**src/rtl/baud_tick_gen.sv**
```systemverilog
// UART baud/oversample tick generator: 1-cycle enable strobes, int+frac divisor.
// Fractional accumulator built only when BAUD_FRAC_EN is defined.
module baud_tick_gen #(
  parameter int DIV_W       = 16,
  parameter int FRAC_W      = 4,
  parameter int OVERSAMPLE  = 16,
  parameter int DEFAULT_DIV = 54
) (
  input  logic             clk,
  input  logic             rst,
  input  logic             en,
  input  logic [DIV_W-1:0] div_int,
  input  logic [FRAC_W-1:0] div_frac,
  input  logic             div_load,
  input  logic             resync,
  output logic             tick_os,
  output logic             tick_mid,
  output logic             tick_bit,
  output logic             cfg_err
);

  localparam int PW   = DIV_W + 1;
  localparam int OS_W = $clog2(OVERSAMPLE);

  logic             r_en_d;
  logic [PW-1:0]    r_cnt;
  logic [PW-1:0]    r_per;
  logic [OS_W-1:0]  r_os;
  logic [DIV_W-1:0] r_sh_int;
  logic             r_tick_os;
  logic             r_tick_mid;
  logic             r_tick_bit;
  logic             r_cfg_err;

  logic             w_bad;
  logic             w_load_ok;
  logic [DIV_W-1:0] w_int;
  logic             w_tick;
  logic             w_bnd;
  logic [PW-1:0]    w_per;
  logic [OS_W-1:0]  w_os_inc;

  assign w_bad     = div_int < DIV_W'(2);
  assign w_load_ok = div_load & ~w_bad;
  // a load in a boundary cycle takes effect at that same boundary
  assign w_int     = w_load_ok ? div_int : r_sh_int;

  assign w_tick = en & r_en_d & ~resync &
                  (r_cnt == r_per - PW'(1));
  assign w_bnd  = en & (resync | ~r_en_d | w_tick);

  assign w_os_inc = (r_os == OS_W'(OVERSAMPLE-1)) ?
                    '0 : r_os + OS_W'(1);

`ifdef BAUD_FRAC_EN
  logic [FRAC_W-1:0] r_sh_frac;
  logic [FRAC_W-1:0] r_acc;
  logic [FRAC_W-1:0] w_frac;
  logic [FRAC_W-1:0] w_acc_base;
  logic [FRAC_W-1:0] w_acc_nx;
  logic              w_c;

  assign w_frac     = w_load_ok ? div_frac : r_sh_frac;
  assign w_acc_base = resync ? '0 : r_acc;
  assign {w_c, w_acc_nx} = {1'b0, w_acc_base} +
                           {1'b0, w_frac};
  assign w_per = {1'b0, w_int} + PW'(w_c);

  always_ff @(posedge clk or negedge rst) begin
    if (!rst) begin
      r_sh_frac <= '0;
      r_acc     <= '0;
    end else begin
      if (w_load_ok)
        r_sh_frac <= div_frac;
      if (!en)
        r_acc <= '0;
      else if (w_bnd)
        r_acc <= w_acc_nx;
    end
  end
`else
  logic w_unused_frac;
  assign w_unused_frac = ^div_frac;
  assign w_per = {1'b0, w_int};
`endif

  always_ff @(posedge clk or negedge rst) begin
    if (!rst) begin
      r_en_d     <= 1'b0;
      r_cnt      <= '0;
      r_per      <= PW'(DEFAULT_DIV);
      r_os       <= '0;
      r_sh_int   <= DIV_W'(DEFAULT_DIV);
      r_tick_os  <= 1'b0;
      r_tick_mid <= 1'b0;
      r_tick_bit <= 1'b0;
      r_cfg_err  <= 1'b0;
    end else begin
      r_en_d     <= en;
      r_cfg_err  <= div_load & w_bad;
      r_tick_os  <= w_tick;
      r_tick_mid <= w_tick &
                    (r_os == OS_W'(OVERSAMPLE/2-1));
      r_tick_bit <= w_tick &
                    (r_os == OS_W'(OVERSAMPLE-1));
      if (w_load_ok)
        r_sh_int <= div_int;
      if (!en) begin
        r_cnt <= '0;
        r_os  <= '0;
      end else if (w_bnd) begin
        r_cnt <= '0;
        r_per <= w_per;
        if (resync)
          r_os <= '0;
        else if (w_tick)
          r_os <= w_os_inc;
      end else begin
        r_cnt <= r_cnt + PW'(1);
      end
    end
  end

  assign tick_os  = r_tick_os;
  assign tick_mid = r_tick_mid;
  assign tick_bit = r_tick_bit;
  assign cfg_err  = r_cfg_err;

endmodule

```
**config.mk**
```make
export PLATFORM = sky130hd
export DESIGN_NAME = baud_tick_gen
export DESIGN_NICKNAME = d
export VERILOG_FILES = /design/src/rtl/baud_tick_gen.sv
export SDC_FILE = /design/constraint.sdc
export NUM_CORES = 1
export LEC_CHECK = 0
export BUFFER_PORTS_ARGS = -buffer_cell sky130_fd_sc_hd__buf_2
export CAP_MARGIN = 20
export CORE_ASPECT_RATIO = 1.25
export CORE_UTILIZATION = 45
export DETAILED_ROUTE_END_ITERATION = 7
export GPL_ROUTABILITY_DRIVEN = 1
export PLACE_DENSITY = 0.72
export SLEW_MARGIN = 0
export SYNTH_ARGS = -nofsm -noshare
export SYNTH_HDL_FRONTEND = slang
export SYNTH_SLANG_ARGS = --single-unit
export TNS_END_PERCENT = 1
```
**constraint.sdc**
```tcl
create_clock -name clk -period 2.9 [get_ports clk]
set_input_delay 0.145 -clock clk [delete_from_list [all_inputs] [get_ports clk]]
set_output_delay 0.145 -clock clk [all_outputs]
set_load 0.01 [all_outputs]
```
# Yosys cells after proc, flatten, opt, wreduce, memory -nomap -nowiden
# Index checks and enable logic that the tools add are counted.
op_classes:
  add_sub_neg: 3
  mul: 0
  div_mod_pow: 0
  order_cmp: 1
  eq_ne: 5
  shifts: 0
  mux: 8
  bitwise_logic: 13
  reduce_logical: 2
op_table:
  columns: ["op", "n"]
  rows:
  - ["$mux W17", 2]
  - ["$mux W4", 5]
  - ["$add A17 B1 Y17 const B", 1]
  - ["$eq A17 B17 Y1", 1]
  - ["$sub A16 B1 Y17 const B", 1]
  - ["$lt A16 B2 Y1 const B", 1]
  - ["$mux W16", 1]
  - ["$and A1 B1 Y1", 8]
  - ["$add A4 B1 Y4 const B", 1]
  - ["$eq A4 B3 Y1 const B", 1]
  - ["$eq A4 B4 Y1 const B", 1]
  - ["$reduce_and A2 Y1", 2]
  - ["$ne A3 B1 Y1 const B", 1]
  - ["$not A1 Y1", 3]
  - ["$ne A2 B1 Y1 const B", 1]
  - ["$or A1 B1 Y1", 2]
totals:
  register_bits: 58
  latchBits: 0
  ramBits: 0
  mem_bits_ro: 0
  input_bits: 25
  output_inout_bits: 4
  wordCells: 41
  memories: 0

# Longest topological paths before layout
# Gate-level depths: netlist (run 1).
logic_depth:
  ltp_word: 7
  ltp_mapped: 11
  ltp_nobuf: 9

# Worst setup path before layout (run 1)
# No wires, ideal clock.
synth_timing:
  path_kind: "register to register"
  start: "register r_per[1]"
  end: "register r_per[10]"
  setup_ps: 125
  arrival_ps: 2712
  t_required_ps: 2775
  setup_slack_ps: 63
  path_stages_with_launch: 12
  path_buffers: 2
  synth_period_minus_slack_ps: 2837
  cell_sequence: "dfstp_2 -> inv_1 -> ha_1 -> nor2b_1 -> or3_1 -> a31oi_1 -> o2111ai_1 -> a2111o_1 -> and2_1 -> buf_6 -> buf_6 -> mux2_4"
synth_via:
  elab_chain_len: 6
synth_rtl:
  columns: ["item", "line_no", "source"]
  rows:
  - ["from (decl)", "27", "logic [PW-1:0] r_per;"]
  - ["from (signal assigned)", "92", "r_per <= PW'(DEFAULT_DIV);"]
  - ["from (signal assigned)", "114", "r_per <= w_per;"]
  - ["$sub A16 B1 Y17", "49", "(r_cnt == r_per - PW'(1));"]
  - ["$eq A17 B17 Y1", "49", null]
  - ["$and A1 B1 Y1", "48", "assign w_tick = en & r_en_d & ~resync &"]
  - ["$or A1 B1 Y1", "50", "assign w_bnd = en & (resync | ~r_en_d | w_tick);"]
  - ["$and A1 B1 Y1", "50", null]
  - ["$reduce_and A2 Y1 (no line)", null, null]
# Every way passes these cells.
# A chain may end at the register's enable or synchronous reset.

# Worst setup path after layout (run 1)
layout_timing:
  start: "register r_per[5]"
  end: "register r_os[0]"
layout_via:
  elab_chain_len: 7
  elab_cells_between_ends: 8
  cone_classes: "add/sub: 1; eq/ne: 3; bitwise: 3; reduce/logical: 1"
layout_rtl:
  columns: ["item", "line_no", "source"]
  rows:
  - ["$sub A16 B1 Y17 (*)", "49", null]
  - ["$eq A17 B17 Y1 (*)", "49", null]
  - ["$and A1 B1 Y1 (*)", "48", null]
  - ["$or A1 B1 Y1", "50", null]
  - ["$and A1 B1 Y1", "50", null]
  - ["$ne A2 B1 Y1 (no line)", null, null]
  - ["$reduce_and A2 Y1 (no line) (*)", null, null]
  - ["to (signal assigned)", "118", "r_os <= w_os_inc;"]
  - ["to (decl)", "28", "logic [OS_W-1:0] r_os;"]
# Mark *: on every way between the ends. The rest lies on a longest branch, timed or not.

==> results of run 1 <==
-- critical path: stages (launching register included) --
cell and delay [ns]:
dfstp_2 0.40, nor4_4 0.47, nand3_1 0.19, nor4b_1 0.34, o31ai_1 0.12, a2111o_1 0.44
buf_4 0.20, or3b_1 0.36, a21boi_1 0.14
-- worst paths after layout --
kind | start | end | slack, ns | cells after the start
max | r_per[5]$_DFFE_PN1P_ | r_os[0]$_DFFE_PN0P_ | 0.15 | 8
min | div_load | cfg_err$_DFF_PN0_ | 0.04 | 3
max reg2reg | r_per[5]$_DFFE_PN1P_ | r_os[0]$_DFFE_PN0P_ | 0.15 | 8
min reg2reg | r_sh_int[13]$_DFF_PN0_ | r_sh_int[13]$_DFF_PN0_ | 0.50 | 1
max in group asynchronous | rst | r_per[1]$_DFFE_PN1P_ | 1.75 | 3
min in group asynchronous | rst | r_os[1]$_DFFE_PN0P_ | 0.29 | 2
-- cell families (layout without fill, tap and decap cells) --
group	count (synthesis)	in the layout
buffers and inverters	17	61
and+or+nand+nor	99	99
AOI/OAI and AO/OA	33	33
DFF	58	58
xor gates and xnor gates	32	32
adders and majority gates	3	3
muxes	27	27
-- what timing repair did --
item                                    in CTS  in global routing
endpoints found under the hold margin       23                  0
setup buffers                                0                  1
endpoints found under the setup margin       0                 17
resized for setup                            0                  3
hold buffers                                 2                  0
-- flip-flops by register name (all words and copies together), names as in the netlist --
signal and cells:
r_cnt 17, tick_bit 1, tick_os 1, tick_mid 1, r_per 16, r_sh_int 16, r_en_d 1, r_os 4
cfg_err 1
-- through the flow --
stage	instance area [um^2]	utilization	worst slack [ns]
6_report	3491	0.5589	0.1470
5_1_grt	3491	0.5589	0.002159
4_1_cts	3476	0.5565	0.04916
3_5_place_dp	3207	0.5134	0.08620
3_3_place_gp	3207	0.5134	0.1156
2_1_floorplan	2950	-	0.06312
-- cell type report --
class                   count  area (um^2)
repair buffers             35        220.2
clock inverters             7        125.1
multi-input cells         194         1415
fillers                   547         2755
clock buffers               9        123.9
well taps                  85        106.4
flip-flops and latches     58         1463
inverters                  10        37.54
-- metal layers --
metal  up-vias  wire length, um
li1       1042                -
met1      1045             2547
met2        25             3003
met3        17              146
met4         0              192
met5         -                0
-- power by group through the flow --
| stage | registers [mW] | logic (mW) | clock network [mW] |
|---|---|---|---|
| final | 0.956 | 0.284 | 0.922 |
| after floorplan | 0.946 | 0.199 | 0 |
| after detailed placement | 0.967 | 0.278 | 0 |
| after CTS | 0.954 | 0.281 | 0.943 |
| after global placement | 0.966 | 0.268 | 0 |
| after global routing | 0.962 | 0.317 | 0.979 |
-- cell usage in the layout, fill, tap and decap left out, types with 9 or more instances in the layout --
master / count
nand3_1: 10
dfrtp_1: 49
a21oi_1: 10
inv_1: 10
nand2_1: 13
nor2_1: 30
xnor2_1: 16
xor2_1: 16
mux2_2: 16
clkbuf_8: 9
buf_2: 24
==> run metrics, run 1 <==
status=completed; post-route ant nets=0; Placed Cells=379; Min Clock Period, post-route=2.753 ns; switching fraction of total power=0.2551; Seq/Total Area, Yosys=0.4953; M1 GR Usage=0.2363; Max FO, Critical Path=15; CTS tree=yes; Reg power frac=0.442; first-pass GRT wire length=9915 um; Net Sw Power=0.5514 mW; P_int=1.610 mW; #FFs+latches synth=58; dpl hpwl=4195 um; worst clock skew=0.009488 ns; Commonest cells post-synth=dfrtp_1 (50), nor2_1 (30), mux2_2 (16), xnor2_1 (16), xor2_1 (16); Inserted Clock Buffers=9; Initial Util=0.4724; Root Driver=clkbuf_8; io pins=29; port bufs=24; area leader, netlist=dfrtp_1; Adder-Cell Fraction of Synth Area=0.01272; Vias=2129; Worst VDD drop=0.0004380 V; Worst EP arrival=3.02 ns; Synth Net Count=297; vias per inst=5.349; H-tree levels=3; clock network fraction of total power=0.427; count of different cell masters after synthesis=46; post-synth top area share=0.4241; Post-synth EDFFs=0; critical path endpoint category=register; Fin. Hold Viols=0; fraction of layout cells with a size suffix above 1=0.2716; Clock Latency Late Sink=0.34 ns; drt first pass iters=4; most frequent cell after synthesis=dfrtp_1; final WL=5891 um; area delta synth->final=18.32%; setup TNS=0 ns; number of antenna violations at the first check in global routing=0; CTS Buffer Depth=2; Routability Congestion=0.8731; Mapped Cells=269; P per Cell Area=619.2 nW/um^2; Slew @ Worst Pin=0.6281 ns; slew margin rel.=0.5803; Top FF cell, synth=dfrtp_1; Startpoint Class=register; Post-route DRC=0; warning count from the yosys run=0; worst hold path class=in2reg; pin count of the biggest net entering global routing=37; die width=74.42 um; Layout Nets=336; GR Layer Usage met3=0.05767; routed len/inst=14.80 um; complex-gate fraction of the synthesized area=0.07761; fin cells=398; max frequency=363.2 MHz; ANT cells=0; XOR/XNOR Fraction of Synth Area=0.09500; final hold slack=0.04382 ns; gr busiest metal=met2; Final Cycle Share=0.9493; total power=2.162 mW; vias in the first global route=2149; Synth Cell Area=2950 um^2; GR Util All Layers=0.1965; post-synthesis mux area share=0.1115; simple logic cell fraction of the synthesized area=0.1807; Crit Path Class=reg2reg; Clk pin slew, worst setup/hold paths=0.07 ns; largest family of logic cells by synthesized area=simple AND/OR/NAND/NOR gates; GRT overflow=0; initial drt markers=102; Final Slew Violations=0; GR Layer Usage met2=0.3071; setup violators final=0; Combinational Power Share=0.131; Row Count=32; top cells by area, synth=dfrtp_1 (42%), dfstp_2 (7.1%), mux2_2 (6.1%); core area=6246 um^2; CTS sink cnt=58; Avg Inst Size Synth=10.97 um^2; Leakage=1.528 nW; async set or reset register ratio after synthesis=1.000; Critical Path RT=3.17 ns; RSZ-0062 raised after global routing=no; max_cap viols=0; Die Y=92.53 um; die area=6886 um^2
(Power assumes the default switching activity.)
==> inputs of run 2 (changes only) <==
ABC_CLOCK_PERIOD_IN_PS = 2900   (was not set)
CORE_ASPECT_RATIO = 1.1   (was 1.25)
==> run metrics, run 2 (synthesis results as in run 1) <==
FILL cells=505 (was 547); reg2reg end=r_per[3]$_DFFE_PN0P_ (was r_os[0]$_DFFE_PN0P_); fraction of layout cells with a size suffix above 1=0.2716 (unchanged); die width=79.20 um (was 74.42 um); max FFs per register=17 (unchanged); Post-route DRC=0 (unchanged); Final Slew Violations=0 (unchanged); Worst Hold Endpoint=cfg_err$_DFF_PN0_ (unchanged); Crit path largest cell delay=0.49 ns (was 0.47 ns); Clock Latency Late Sink=0.34 ns (about the same); Min Clock Period, post-route=2.809 ns (was 2.753 ns); Worst Hold Launch=div_load (unchanged); Row Count=30 (was 32); post-route ant nets=0 (unchanged); pin count of the biggest net entering global routing=32 (was 37); Vias=2118 (was 2129); Worst EP arrival=3.04 ns (was 3.02 ns); CTS sink cnt=58 (unchanged); Layout Nets=336 (unchanged); vias in the first global route=2055 (was 2149); commonest non-fill, non-tap cell in the layout=dfrtp_1 (unchanged); area of the multi-input gates=1418 um^2 (was 1415 um^2); Inserted Clock Buffers=9 (unchanged); die area=6884 um^2 (was 6886 um^2); commonest cells after routing, fill and taps aside=dfrtp_1 (50), nor2_1 (30), buf_2 (24) (was dfrtp_1 (49), nor2_1 (30), buf_2 (24)); worst hold path class=in2reg (unchanged); P per Cell Area=616.4 nW/um^2 (was 619.2 nW/um^2); setup slack, reg-to-reg=0.09 ns (was 0.15 ns); hold depth=3 (unchanged); port bufs=24 (unchanged); setup violators final=0 (unchanged); final hold slack=0.05941 ns (was 0.04382 ns); register area=1461 um^2 (was 1463 um^2); io pins=29 (unchanged); worst path bufs/invs=1 (unchanged); CP Cell Sequence=nor4_4, nand3_1, nor4b_1, o31ai_1, a2111o_1, and2_1, buf_12, mux2_1 (was nor4_4, nand3_1, nor4b_1, o31ai_1, a2111o_1, buf_4, or3b_1, a21boi_1); family with the most delay on the worst path=simple AND/OR/NAND/NOR gates (unchanged); Leakage=1.538 nW (was 1.528 nW); worst r2r path cells=8 (unchanged); Largest regs=r_cnt x17, r_per x16, r_sh_int x16 (unchanged); max frequency=356.1 MHz (was 363.2 MHz); Final Cycle Share=0.9685 (was 0.9493); Worst VDD drop=0.0004334 V (was 0.0004380 V); setup TNS=0 ns (unchanged); H-tree levels=3 (unchanged); R2R Path Start=r_per[2]$_DFFE_PN1P_ (was r_per[5]$_DFFE_PN1P_); critical path endpoint category=register (unchanged); Critical-path top delay cell=nor4_4 (unchanged); Initial Util=0.4707 (was 0.4724); worst clock skew=0.007562 ns (was 0.009488 ns); first-pass GRT wire length=9722 um (was 9915 um); Routability Congestion=0.8830 (was 0.8731); Die Y=86.92 um (was 92.53 um); area delta synth->final=19.13% (was 18.32%); GR Util All Layers=0.1889 (was 0.1965); dpl hpwl=4203 um (was 4195 um); ANT cells=0 (unchanged); max_cap viols=0 (unchanged); CTS Buffer Depth=2 (unchanged); vias per inst=5.389 (was 5.349); Slew @ Worst Pin=0.6651 ns (was 0.6281 ns); GRT overflow=0 (unchanged); drt first pass iters=5 (was 4); number of antenna violations at the first check in global routing=0 (unchanged); CTS tree=yes (unchanged); Clk pin slew, worst setup/hold paths=0.07 ns (about the same); Startpoint Class=register (unchanged); Fin. Hold Viols=0 (unchanged); core area=6269 um^2 (was 6246 um^2); Max FO, Critical Path=16 (was 15); largest register by flop count=r_cnt (unchanged); routed len/inst=14.84 um (was 14.80 um); final WL=5834 um (was 5891 um); status=completed (unchanged); initial drt markers=130 (was 102); Root Driver=clkbuf_8 (unchanged); Crit Path Class=reg2reg (unchanged); slew margin rel.=0.5566 (was 0.5803); Critical Path RT=3.13 ns (was 3.17 ns); RSZ-0062 raised after global routing=no (unchanged)
[run 2: changes by cell type in the layout (fill, tap and decap cells not counted), sizes merged]
cell,delta
inv,-1
clkinv,+1
[run 2: power by group]
| group | switching, mW | leakage (nW) | internal, mW | total (mW) |
|---|---|---|---|---|
| clock network | 0.340 | 0.124 | 0.577 | 0.917 |
| registers | 0.0717 | 0.726 | 0.883 | 0.954 |
| logic | 0.141 | 0.688 | 0.154 | 0.295 |
[run 2: how the worst max path moves through the flow]
stage | end | cells past startpoint | slack (ns) | from
2_1_floorplan | r_per[10]$_DFFE_PN0P_ | 11 | 0.06 | r_per[1]$_DFFE_PN1P_
3_3_place_gp | r_per[3]$_DFFE_PN0P_ | 10 | 0.17 | r_per[1]$_DFFE_PN1P_
3_5_place_dp | r_os[3]$_DFFE_PN0P_ | 10 | 0.06 | r_per[1]$_DFFE_PN1P_
4_1_cts | r_os[3]$_DFFE_PN0P_ | 10 | 0.06 | r_per[1]$_DFFE_PN1P_
5_1_grt | r_per[3]$_DFFE_PN0P_ | 8 | 0.01 | r_per[2]$_DFFE_PN1P_
6_report | r_per[3]$_DFFE_PN0P_ | 8 | 0.09 | r_per[2]$_DFFE_PN1P_
[run 2: area by class of cell]
type / instances / share of cell area
well taps: 80 / 0.02848
flip-flops and latches: 58 / 0.4158
repair buffers: 35 / 0.07084
inverters: 10 / 0.01068
clock inverters: 7 / 0.03560
clock buffers: 9 / 0.03524
multi-input cells: 194 / 0.4033
[run 2: repair_timing]
action / CTS / global route
buffers inserted: 0 / 0
hold buffers: 2 / 0
gates resized for setup: 0 / 3
endpoints found under the setup margin: 0 / 13
hold endpoints to repair: 24 / 0
[run 2: per-layer routing]
layer	share of wire	wire length [um]	GRT usage
met2	0.48	2811	0.2947
met3	0.030	175	0.05654
met1	0.47	2742	0.2441
met5	0	0	0
met4	0.018	104	0.08099
[run 2: worst min-delay path, delay by kind of cell]
kind	cells	cell delay [ns]
AND/OR/NAND/NOR	1	0.04
buffers and inverters	2	0.18
[run 2: stage by stage]
stage | power (mW) | util | setup slack (ns) | instances | area [um^2]
2_1_floorplan | 1.145 | - | 0.06312 | 269 | 2950
3_3_place_gp | 1.245 | 0.5158 | 0.1736 | 375 | 3233
3_5_place_dp | 1.255 | 0.5158 | 0.06470 | 375 | 3233
4_1_cts | 2.184 | 0.5587 | 0.05922 | 393 | 3502
5_1_grt | 2.264 | 0.5607 | 0.01164 | 393 | 3515
6_report | 2.166 | 0.5607 | 0.09145 | 393 | 3515
==> inputs of run 3 (changes only) <==
CELL_PAD_IN_SITES_DETAIL_PLACEMENT = 1   (was not set)
CELL_PAD_IN_SITES_GLOBAL_PLACEMENT = 1   (was not set)
CORE_UTILIZATION = 42   (was 45)
PLACE_DENSITY = 0.81   (was 0.72)
SLEW_MARGIN = not set   (was 0)
==> run metrics, run 3 (synthesis results as in run 1) <==
Reg power frac=0.437 (was 0.440); P_int=1.613 mW (about the same); vias per inst=5.619 (was 5.389); WL met3=168 um (was 175 um); io pins=29 (unchanged); port bufs=24 (unchanged); Max FO, Critical Path=16 (unchanged); drt first pass iters=4 (was 5); initial drt markers=96 (was 130); Worst EP arrival=3.07 ns (was 3.04 ns); ANT cells=0 (unchanged); Root Driver=clkbuf_8 (unchanged); routed len/inst=18.99 um (was 14.84 um); final worst slack=0.03732 ns (was 0.09145 ns); Final Slew Violations=0 (unchanged); H-tree levels=3 (unchanged); Clock Latency Late Sink=0.34 ns (about the same); Startpoint Class=register (unchanged); fraction of layout cells with a size suffix above 1=0.2871 (was 0.2716); setup violators final=0 (unchanged); Largest regs=r_cnt x17, r_per x16, r_sh_int x16 (unchanged); dpl hpwl=5284 um (was 4203 um); met2 wire length=4074 um (was 2811 um); core area=6671 um^2 (was 6269 um^2); CTS tree=yes (unchanged); final WL=7577 um (was 5834 um); critical path endpoint category=register (unchanged); FILL cells=734 (was 505); number of antenna violations at the first check in global routing=0 (unchanged); Slew @ Worst Pin=0.6926 ns (was 0.6651 ns); GR Util All Layers=0.2273 (was 0.1889); final hold slack=0.05858 ns (was 0.05941 ns); worst hold path class=in2reg (unchanged); Min Clock Period, post-route=2.863 ns (was 2.809 ns); CTS Buffer Depth=2 (unchanged); die area=7364 um^2 (was 6884 um^2); slew margin rel.=0.5334 (was 0.5566); vias in the first global route=2512 (was 2055); Fin. Hold Viols=0 (unchanged); GRT overflow=0 (unchanged); worst clock skew=0.009158 ns (was 0.007562 ns); Initial Util=0.4422 (was 0.4707); Inserted Clock Buffers=9 (unchanged); status=completed (unchanged); largest register by flop count=r_cnt (unchanged); Top Metal Used=met4 (unchanged); Layout Nets=340 (was 336); Worst VDD drop=0.0003184 V (was 0.0004334 V); M1 WL=3126 um (was 2742 um); clock network fraction of total power=0.411 (was 0.424); P per Cell Area=615.8 nW/um^2 (was 616.4 nW/um^2); switching fraction of total power=0.2599 (was 0.2553); CTS sink cnt=58 (unchanged); Leakage=1.556 nW (was 1.538 nW); die width=81.91 um (was 79.20 um); Routability Congestion=0.8863 (was 0.8830); Vias=2242 (was 2118); Crit Path Class=reg2reg (unchanged); Post-route DRC=0 (unchanged); pin count of the biggest net entering global routing=31 (was 32); first-pass GRT wire length=12510 um (was 9722 um); Combinational Power Share=0.152 (was 0.136); Net Sw Power=0.5663 mW (was 0.5530 mW); commonest cells after routing, fill and taps aside=dfrtp_1 (50), nor2_1 (30), buf_2 (24) (unchanged); area delta synth->final=19.93% (was 19.13%); Die Y=89.91 um (was 86.92 um); max frequency=349.3 MHz (was 356.1 MHz); post-route ant nets=0 (unchanged); max FFs per register=17 (unchanged); Final Cycle Share=0.9871 (was 0.9685); max_cap viols=0 (unchanged); pre-CTS setup slack=-0.07220 ns (was 0.06470 ns); commonest non-fill, non-tap cell in the layout=dfrtp_1 (unchanged); Row Count=31 (was 30); Clk pin slew, worst setup/hold paths=0.07 ns (about the same); Critical Path RT=3.11 ns (was 3.13 ns)
==> run 3: cell types whose count changed in the layout (fill, tap and decap cells not counted), sizes merged <==
cell    before  now
buf         33   37
clkbuf       9   10
inv         11   10
==> run 3: routing by layer <==
| metal | GRT usage | up-vias |
|---|---|---|
| met3 | 0.04365 | 18 |
| li1 | - | 1038 |
| met2 | 0.3933 | 29 |
| met5 | 0 | - |
| met1 | 0.2725 | 1157 |
| met4 | 0.08187 | 0 |
==> run 3: final timing paths <==
kind	start	endpoint	slack, ns	cells past startpoint
max	r_per[5]$_DFFE_PN1P_	r_per[6]$_DFFE_PN0P_	0.04	9
min	div_load	cfg_err$_DFF_PN0_	0.06	3
max reg2reg	r_per[5]$_DFFE_PN1P_	r_per[6]$_DFFE_PN0P_	0.04	9
min reg2reg	r_sh_int[15]$_DFF_PN0_	r_sh_int[15]$_DFF_PN0_	0.50	1
max in group asynchronous	rst	r_per[5]$_DFFE_PN1P_	1.64	3
min in group asynchronous	rst	r_sh_int[12]$_DFF_PN0_	0.38	2
==> run 3: final cells by class <==
type                    instances  area, um^2  area share
clock buffers                  10       127.6     0.03607
clock inverters                 6       105.1     0.02970
inverters                      10       37.54     0.01061
multi-input cells             194        1429      0.4038
flip-flops and latches         58        1461      0.4130
well taps                      82       102.6     0.02900
repair buffers                 39       275.3     0.07779
==> run 3: what timing repair did <==
| action | 4_1_cts | 5_1_grt |
|---|---|---|
| pin swaps | 1 | 3 |
| hold endpoints to repair | 29 | 0 |
| hold buffers | 2 | 0 |
| resized for setup | 3 | 5 |
| buffers inserted | 0 | 3 |
| endpoints found under the setup margin | 11 | 16 |
==> run 3: power by group through the flow <==
stage               registers (mW)  logic (mW)  clock network [mW]
floorplan                    0.946       0.199                   0
global placement             0.962       0.283                   0
detailed placement           0.967       0.304                   0
CTS                          0.954       0.310               0.911
global route                 0.960       0.361               0.944
finish                       0.952       0.330               0.896
==> run 3: worst max-delay path, cell delays in order, from the launching register on <==
cell and delay [ns]:
dfstp_2 0.60, nor4_4 0.06, buf_4 0.17, and2_1 0.18, or3b_2 0.43, and3_1 0.20, a2111o_1 0.45, and2_4 0.18
buf_12 0.15, mux2_1 0.32
==> run 3: stage by stage <==
| stage | std cells | TNS, ns | utilization | power (mW) | cell area, um^2 |
|---|---|---|---|---|---|
| after floorplan | 269 | 0 | - | 1.145 | 2950 |
| after global placement | 378 | 0 | 0.4861 | 1.245 | 3243 |
| after detailed placement | 378 | -0.07626 | 0.4861 | 1.271 | 3243 |
| after CTS | 396 | 0 | 0.5244 | 2.175 | 3498 |
| after global routing | 399 | -0.03520 | 0.5304 | 2.265 | 3538 |
| final | 399 | 0 | 0.5304 | 2.179 | 3538 |
